--- config.mk ---
export PLATFORM = sky130hd
export DESIGN_NAME = nand_reduce_fifo
export DESIGN_NICKNAME = d
export VERILOG_FILES = /design/src/rtl/nand_reduce_fifo.sv
export SDC_FILE = /design/constraint.sdc
export NUM_CORES = 1
export LEC_CHECK = 0
export ABC_AREA = 0
export CAP_MARGIN = 15
export CORE_MARGIN = 1.5
export CORE_UTILIZATION = 36
export DETAILED_ROUTE_END_ITERATION = 12
export HOLD_SLACK_MARGIN = 0.15
export PLACE_DENSITY = 0.72
export SLEW_MARGIN = 40
export SYNTH_ARGS = -nofsm -noshare
export SYNTH_HDL_FRONTEND = slang
export SYNTH_SLANG_ARGS = --single-unit
--- constraint.sdc ---
create_clock -name clk -period 2 [get_ports clk]
set_input_delay 0.3 -clock clk [delete_from_list [all_inputs] [get_ports clk]]
set_output_delay 0.3 -clock clk [all_outputs]
set_load 0.01 [all_outputs]
--- src/rtl/nand_reduce_fifo.sv ---
// nand_reduce_fifo: registered multi-input bitwise reduction (NAND/AND/NOR/OR)
// with a per-operand mask. Results are buffered in a DEPTH-entry FIFO, with
// valid/ready handshakes on both sides.
//
// Ports:
//   clk        rising-edge clock
//   rst_n      asynchronous active-low reset
//   in_valid   operand transaction valid
//   in_ready   unit can accept a transaction this cycle
//   in_data    packed operands; operand i = in_data[i*WIDTH +: WIDTH]
//   in_mask    1 = operand participates, 0 = replaced by the mode identity
//   in_mode    0 NAND, 1 AND, 2 NOR, 3 OR
//   out_valid  FIFO head holds a result
//   out_ready  downstream accepts the head this cycle
//   out_data   FIFO head result (0 when empty)
//   out_count  current FIFO occupancy
module nand_reduce_fifo #(
  parameter int unsigned WIDTH  = 8,
  parameter int unsigned NUM_IN = 4,
  parameter int unsigned DEPTH  = 2
) (
  input  logic                      clk,
  input  logic                      rst_n,
  input  logic                      in_valid,
  output logic                      in_ready,
  input  logic [NUM_IN*WIDTH-1:0]   in_data,
  input  logic [NUM_IN-1:0]         in_mask,
  input  logic [1:0]                in_mode,
  output logic                      out_valid,
  input  logic                      out_ready,
  output logic [WIDTH-1:0]          out_data,
  output logic [$clog2(DEPTH+1)-1:0] out_count
);

  localparam int unsigned PtrW = (DEPTH > 1) ? $clog2(DEPTH) : 1;
  localparam int unsigned CntW = $clog2(DEPTH + 1);

  logic [WIDTH-1:0] mem_q [DEPTH];
  logic [PtrW-1:0]  wr_ptr_q, wr_ptr_d;
  logic [PtrW-1:0]  rd_ptr_q, rd_ptr_d;
  logic [CntW-1:0]  count_q, count_d;
  // Holds in_ready low until the first clock edge after reset release.
  logic             init_q;

  logic [WIDTH-1:0] acc_and, acc_or, result;
  logic             push, pop;

  // Masked operands are simply skipped, which equals substituting the identity.
  always_comb begin
    acc_and = '1;
    acc_or  = '0;
    for (int i = 0; i < int'(NUM_IN); i++) begin
      if (in_mask[i]) begin
        acc_and = acc_and & in_data[i*WIDTH +: WIDTH];
        acc_or  = acc_or  | in_data[i*WIDTH +: WIDTH];
      end
    end
    unique case (in_mode)
      2'd0:    result = ~acc_and;
      2'd1:    result = acc_and;
      2'd2:    result = ~acc_or;
      default: result = acc_or;
    endcase
  end

  assign in_ready  = init_q && (count_q < CntW'(DEPTH));
  assign out_valid = (count_q != '0);
  assign out_count = count_q;
  assign out_data  = out_valid ? mem_q[rd_ptr_q] : '0;

  assign push = in_valid && in_ready;
  assign pop  = out_valid && out_ready;

  always_comb begin
    wr_ptr_d = wr_ptr_q;
    rd_ptr_d = rd_ptr_q;
    count_d  = count_q;
    if (push) begin
      wr_ptr_d = (wr_ptr_q == PtrW'(DEPTH - 1)) ? '0 : wr_ptr_q + PtrW'(1);
    end
    if (pop) begin
      rd_ptr_d = (rd_ptr_q == PtrW'(DEPTH - 1)) ? '0 : rd_ptr_q + PtrW'(1);
    end
    case ({push, pop})
      2'b10:   count_d = count_q + CntW'(1);
      2'b01:   count_d = count_q - CntW'(1);
      default: count_d = count_q;
    endcase
  end

  always_ff @(posedge clk or negedge rst_n) begin
    if (!rst_n) begin
      wr_ptr_q <= '0;
      rd_ptr_q <= '0;
      count_q  <= '0;
      init_q   <= 1'b0;
    end else begin
      wr_ptr_q <= wr_ptr_d;
      rd_ptr_q <= rd_ptr_d;
      count_q  <= count_d;
      init_q   <= 1'b1;
    end
  end

  // Storage is not reset; out_data is gated by out_valid instead.
  always_ff @(posedge clk) begin
    if (push) begin
      mem_q[wr_ptr_q] <= result;
    end
  end

endmodule

==> results <==
- The number of DRC markers in iteration 0 is 50.
- Once detail routing completed, the nets flagged for antenna violations numbered 0.
- Counting distinct cell types in the post-synthesis netlist gives 29.
- The final number of max-transition violations is 0.
- Global routing finished with a remaining overflow of 0.
- The worst hold-check path type is in -> async.
- The number of inserted diodes is 0.
- The final hold violation count is 0.
- The first-pass GRT wire length is 6360 um.
- The number of placed I/O pins is 54.
- The maximum root-to-sink buffer count is 2.
- Entering global routing, the biggest net connects 16 pins.
- Buffers inserted during clock tree synthesis total 3.
- The worst setup path is launched from an input pin.
- The clock share of power is 14.9%.
- The number of global-route vias before repair is 1477.
- The flow ran to the end, and the final reports show no timing, DRC or antenna violations.
- The global routing stage identified its most utilized layer as met2.
- Wires add up to 3900 um.
- By area the synthesized netlist is led by edfxtp_1 31%, nor2b_1 10%, dfrtp_1 8.0%.
- The width of the die is 69.1 um.
- Based on the critical path, the design can be clocked at up to 512 MHz.
- The placer congestion estimate is 0.877.
- The cell area that synthesis handed to floorplanning was 1570 um2.
- The largest total area in the synthesized netlist belongs to edfxtp_1.
- The tree is rooted in a clkbuf_8.
- Across the VDD grid, the largest voltage drop is 313 uV.
- In the global route stage, met1 resource usage came out at 20.8%.
- Sequential cells burn 36.8% of the power.
- The routing usage on met3 is 2.05%.
- Setup repair after global routing left no endpoint under its margin.
- The share of synthesized area spent on multiplexers is 5.10%.
- The least setup slack across all paths after layout is 47.1 ps.
- In the final routed layout, each cell accounts on average for 14.9 um.
- Using the TritonRoute via totals, the vias-per-cell ratio works out to 5.61.
- The Yosys step of the flow raised 0 warnings.
- Sequential cells were found to cover 38.5% of the synthesized design area.
- Max-cap violations in this run came to 0.
- The signal arrival time at the worst endpoint is 1990 ps.
- The worst slew margin relative to its limit is 57.1%.
- Timing analysis after detailed placement gives a worst setup slack of -304 ps.
- The highest net fanout along the worst path is 12.
- The count of endpoints failing setup in the final report is 0.
- The actual transition at the worst max-transition pin is 643 ps.
- STA puts the critical path data required time at 2040 ps.
- The HPWL reported at the end of detailed placement is 3140 um.
- Hold timing on the final database bottoms out at a slack of 267 ps.
- The setup total negative slack is 0 ps.
- The y dimension of the die is 69.1 um.
- The net switching power of the design is 0.569 mW.
- The path type of the worst setup path is in -> reg.
- The number of remaining DRC errors is 0.
- The number of nets at the end of the flow is 256.
- The instance count of the mapped netlist is 151.
- The number of buffers added on ports is 53.
- The number of antenna violations at the first check in global routing came to 0.
- In the synthesized netlist the async set-or-reset flop fraction comes to 23.8%.
- The area growth from synthesis to layout is 45.4%.
- The type of destination of the critical path is a flop.
- After clock tree synthesis, the clock-pin slew on the worst setup and hold paths is 70 ps.
- Across all layers, the routed design uses 1470 vias.
- The clock sink count is 21.
- Cells with a size suffix above 1 make up 15.1% of the layout.
- nor2b_1 is the most common cell in the netlist.
- In this run, synthesis produced a sequential element count of 21.
- For this run, the share of the core covered by cells in the final layout is 55.9%.
- Of the total synthesized cell area, the portion taken by XOR and XNOR cells is 2.79%.
- Of the total synthesized cell area, the portion taken by full adders, half adders and majority gates is 0.796%.
- The synthesized netlist devotes 22.0% of its cell area to compound gates.
- The die outline area is 4770 um2.
- The total routing resource utilization after global routing is 16.0%.
- Dividing total power by cell area gives a power density of 776 nW/um2.
- For the final database, setup skew stands at 3.33 ps.
- The cell type with the highest occurrence count on the critical path is buf_4.
- Ranked by instance count, the synthesized netlist is headed by 26 x nor2b_1, 16 x a22oi_1, 16 x edfxtp_1.
- The signal on the critical path passes through clkdlybuf4s50_1 > buf_4 > buf_4 > nor2b_1 > o41a_1 > a2111oi_4.
- In the finished design, the share of the clock period the worst path needs comes to 97.6%.
- Summing the areas of all and, or, nand and nor instances in the mapped netlist gives 27.4% of the synthesized area.
- The shortest period the worst path allows is 1950 ps.
- Row generation in the floorplan step produced 23 rows.
- The H-tree depth is 1.
- The internal portion of the total power is 1.20 mW.
- The TritonCTS clock tree is built.
- The critical-path cell with the highest stage delay is o41a_1.
- The dominant combinational cell family by area after synthesis is simple AND/OR/NAND/NOR gates.
- The leading register cell type out of synthesis is edfxtp_1.
- The maximum cell stage delay along the critical path is 410 ps.
- The leakage power summed over all cells is 0.848 nW.
- Global routing used 26.6% of the available met2 tracks.
- The number of hold buffers added after CTS is 0.
- The number of nets handed over by synthesis was 194.
- Clock latency on the worst-skew pair, taken at its later pin, is 250 ps.
- In this run, synthesis inferred 16 flip-flops with an integrated enable.
- In this run the mean area of a mapped cell was 10.4 um2.
- The effective utilization at floorplan is 38.5%.
- The proportion of power drawn by combinational gates is 48.3%.
- The first detailed-routing pass took 4 iterations.
- In this run the biggest area consumer among cell types represents 30.6% of the synthesized area.
- In this run switching power makes up 32.1% of total power.
- The area inside the core boundary is 4090 um2.
## worst paths after layout
kind / start / endpoint / slack (ps) / cells past startpoint
worst min register to register: wr_ptr_q$_DFFE_PN0P_ / wr_ptr_q$_DFFE_PN0P_ / 510 / 1
worst min-delay path: rst_n / out_count[0]$_DFFE_PN0P_ / 270 / 1
worst max-delay path: in_mask[3] / mem_q[1][3]$_DFFE_PP_ / 50 / 6
min in group clk: wr_ptr_q$_DFFE_PN0P_ / wr_ptr_q$_DFFE_PN0P_ / 510 / 1
max in group asynchronous: rst_n / rd_ptr_q$_DFFE_PN0P_ / 1520 / 1
worst max register to register: out_count[0]$_DFFE_PN0P_ / out_count[1]$_DFFE_PN0P_ / 440 / 6
## layout make-up
class / count / area [um2]
Inverter: 1 / 3.75
Multi-Input combinational cell: 122 / 953
Clock buffer: 4 / 45.0
Sequential cell: 21 / 607
Fill cell: 348 / 1800
Timing Repair Buffer: 64 / 613
Tap cell: 50 / 62.6
## cells by family (layout without fill, tap and decap cells)
kind of cell / Yosys count / after routing
adders and majority gates: 1 / 1
muxes: 8 / 8
AOI/OAI and AO/OA: 40 / 40
DFF: 21 / 21
buffers and inverters: 8 / 69
xor gates and xnor gates: 5 / 5
and+or+nand+nor: 67 / 67
other: 1 / 1
## metal layers
| metal | vias up | share of wire [%] |
|---|---|---|
| met5 | - | 0 |
| met4 | 0 | 1.4 |
| met3 | 7 | 5.8 |
| met2 | 73 | 49 |
| met1 | 675 | 44 |
| li1 | 715 | - |
## registers in the layout, summed over array words and instances (netlist names)
signal / count
mem_q: 16
rd_ptr_q: 1
wr_ptr_q: 1
init_q: 1
out_count: 2
## cell usage in the layout (no fill, tap or decap), types with 2 or more instances in the layout
cell type and instances:
clkdlybuf4s50_1 53, nor2b_1 26, a22oi_1 16, edfxtp_1 16, buf_4 11, nor2_1 10, nor4_1 8, a21oi_1 8
o41a_1 8, mux2i_1 8, nor2b_2 7, and3b_1 7, a2111oi_2 6, dfrtp_1 4, xnor2_1 3, clkbuf_8 3
nor2_2 2, nand2_1 2, xor2_1 2
## through the flow
stage / cell area, um2 / instances / total power [mW]
2_1_floorplan: 1570 / 151 / 1.07
3_3_place_gp: 2200 / 258 / 1.48
3_5_place_dp: 2200 / 258 / 1.50
4_1_cts: 2270 / 262 / 1.78
5_1_grt: 2280 / 262 / 1.89
6_report: 2280 / 262 / 1.77
## power groups by stage
stage                     clock network [mW]  logic (mW)  registers, mW
final                                  0.265       0.856          0.653
after global routing                   0.296       0.930          0.667
after CTS                              0.272       0.857          0.650
after detailed placement                   0       0.847          0.656
after global placement                     0       0.822          0.655
after floorplan                            0       0.449          0.619
## what timing repair did
| item | 4_1_cts | 5_1_grt |
|---|---|---|
| gates resized for setup | 4 | 3 |
| cloned | 0 | 0 |
| setup endpoints to repair | 10 | 10 |
| buffers inserted | 0 | 0 |
## critical path: cells and delay by family
family | cells | cell delay, ps
buf+inv | 3 | 720
compound gates | 2 | 820
simple gates | 1 | 140
Note: power is estimated with default switching activity, not from simulation.
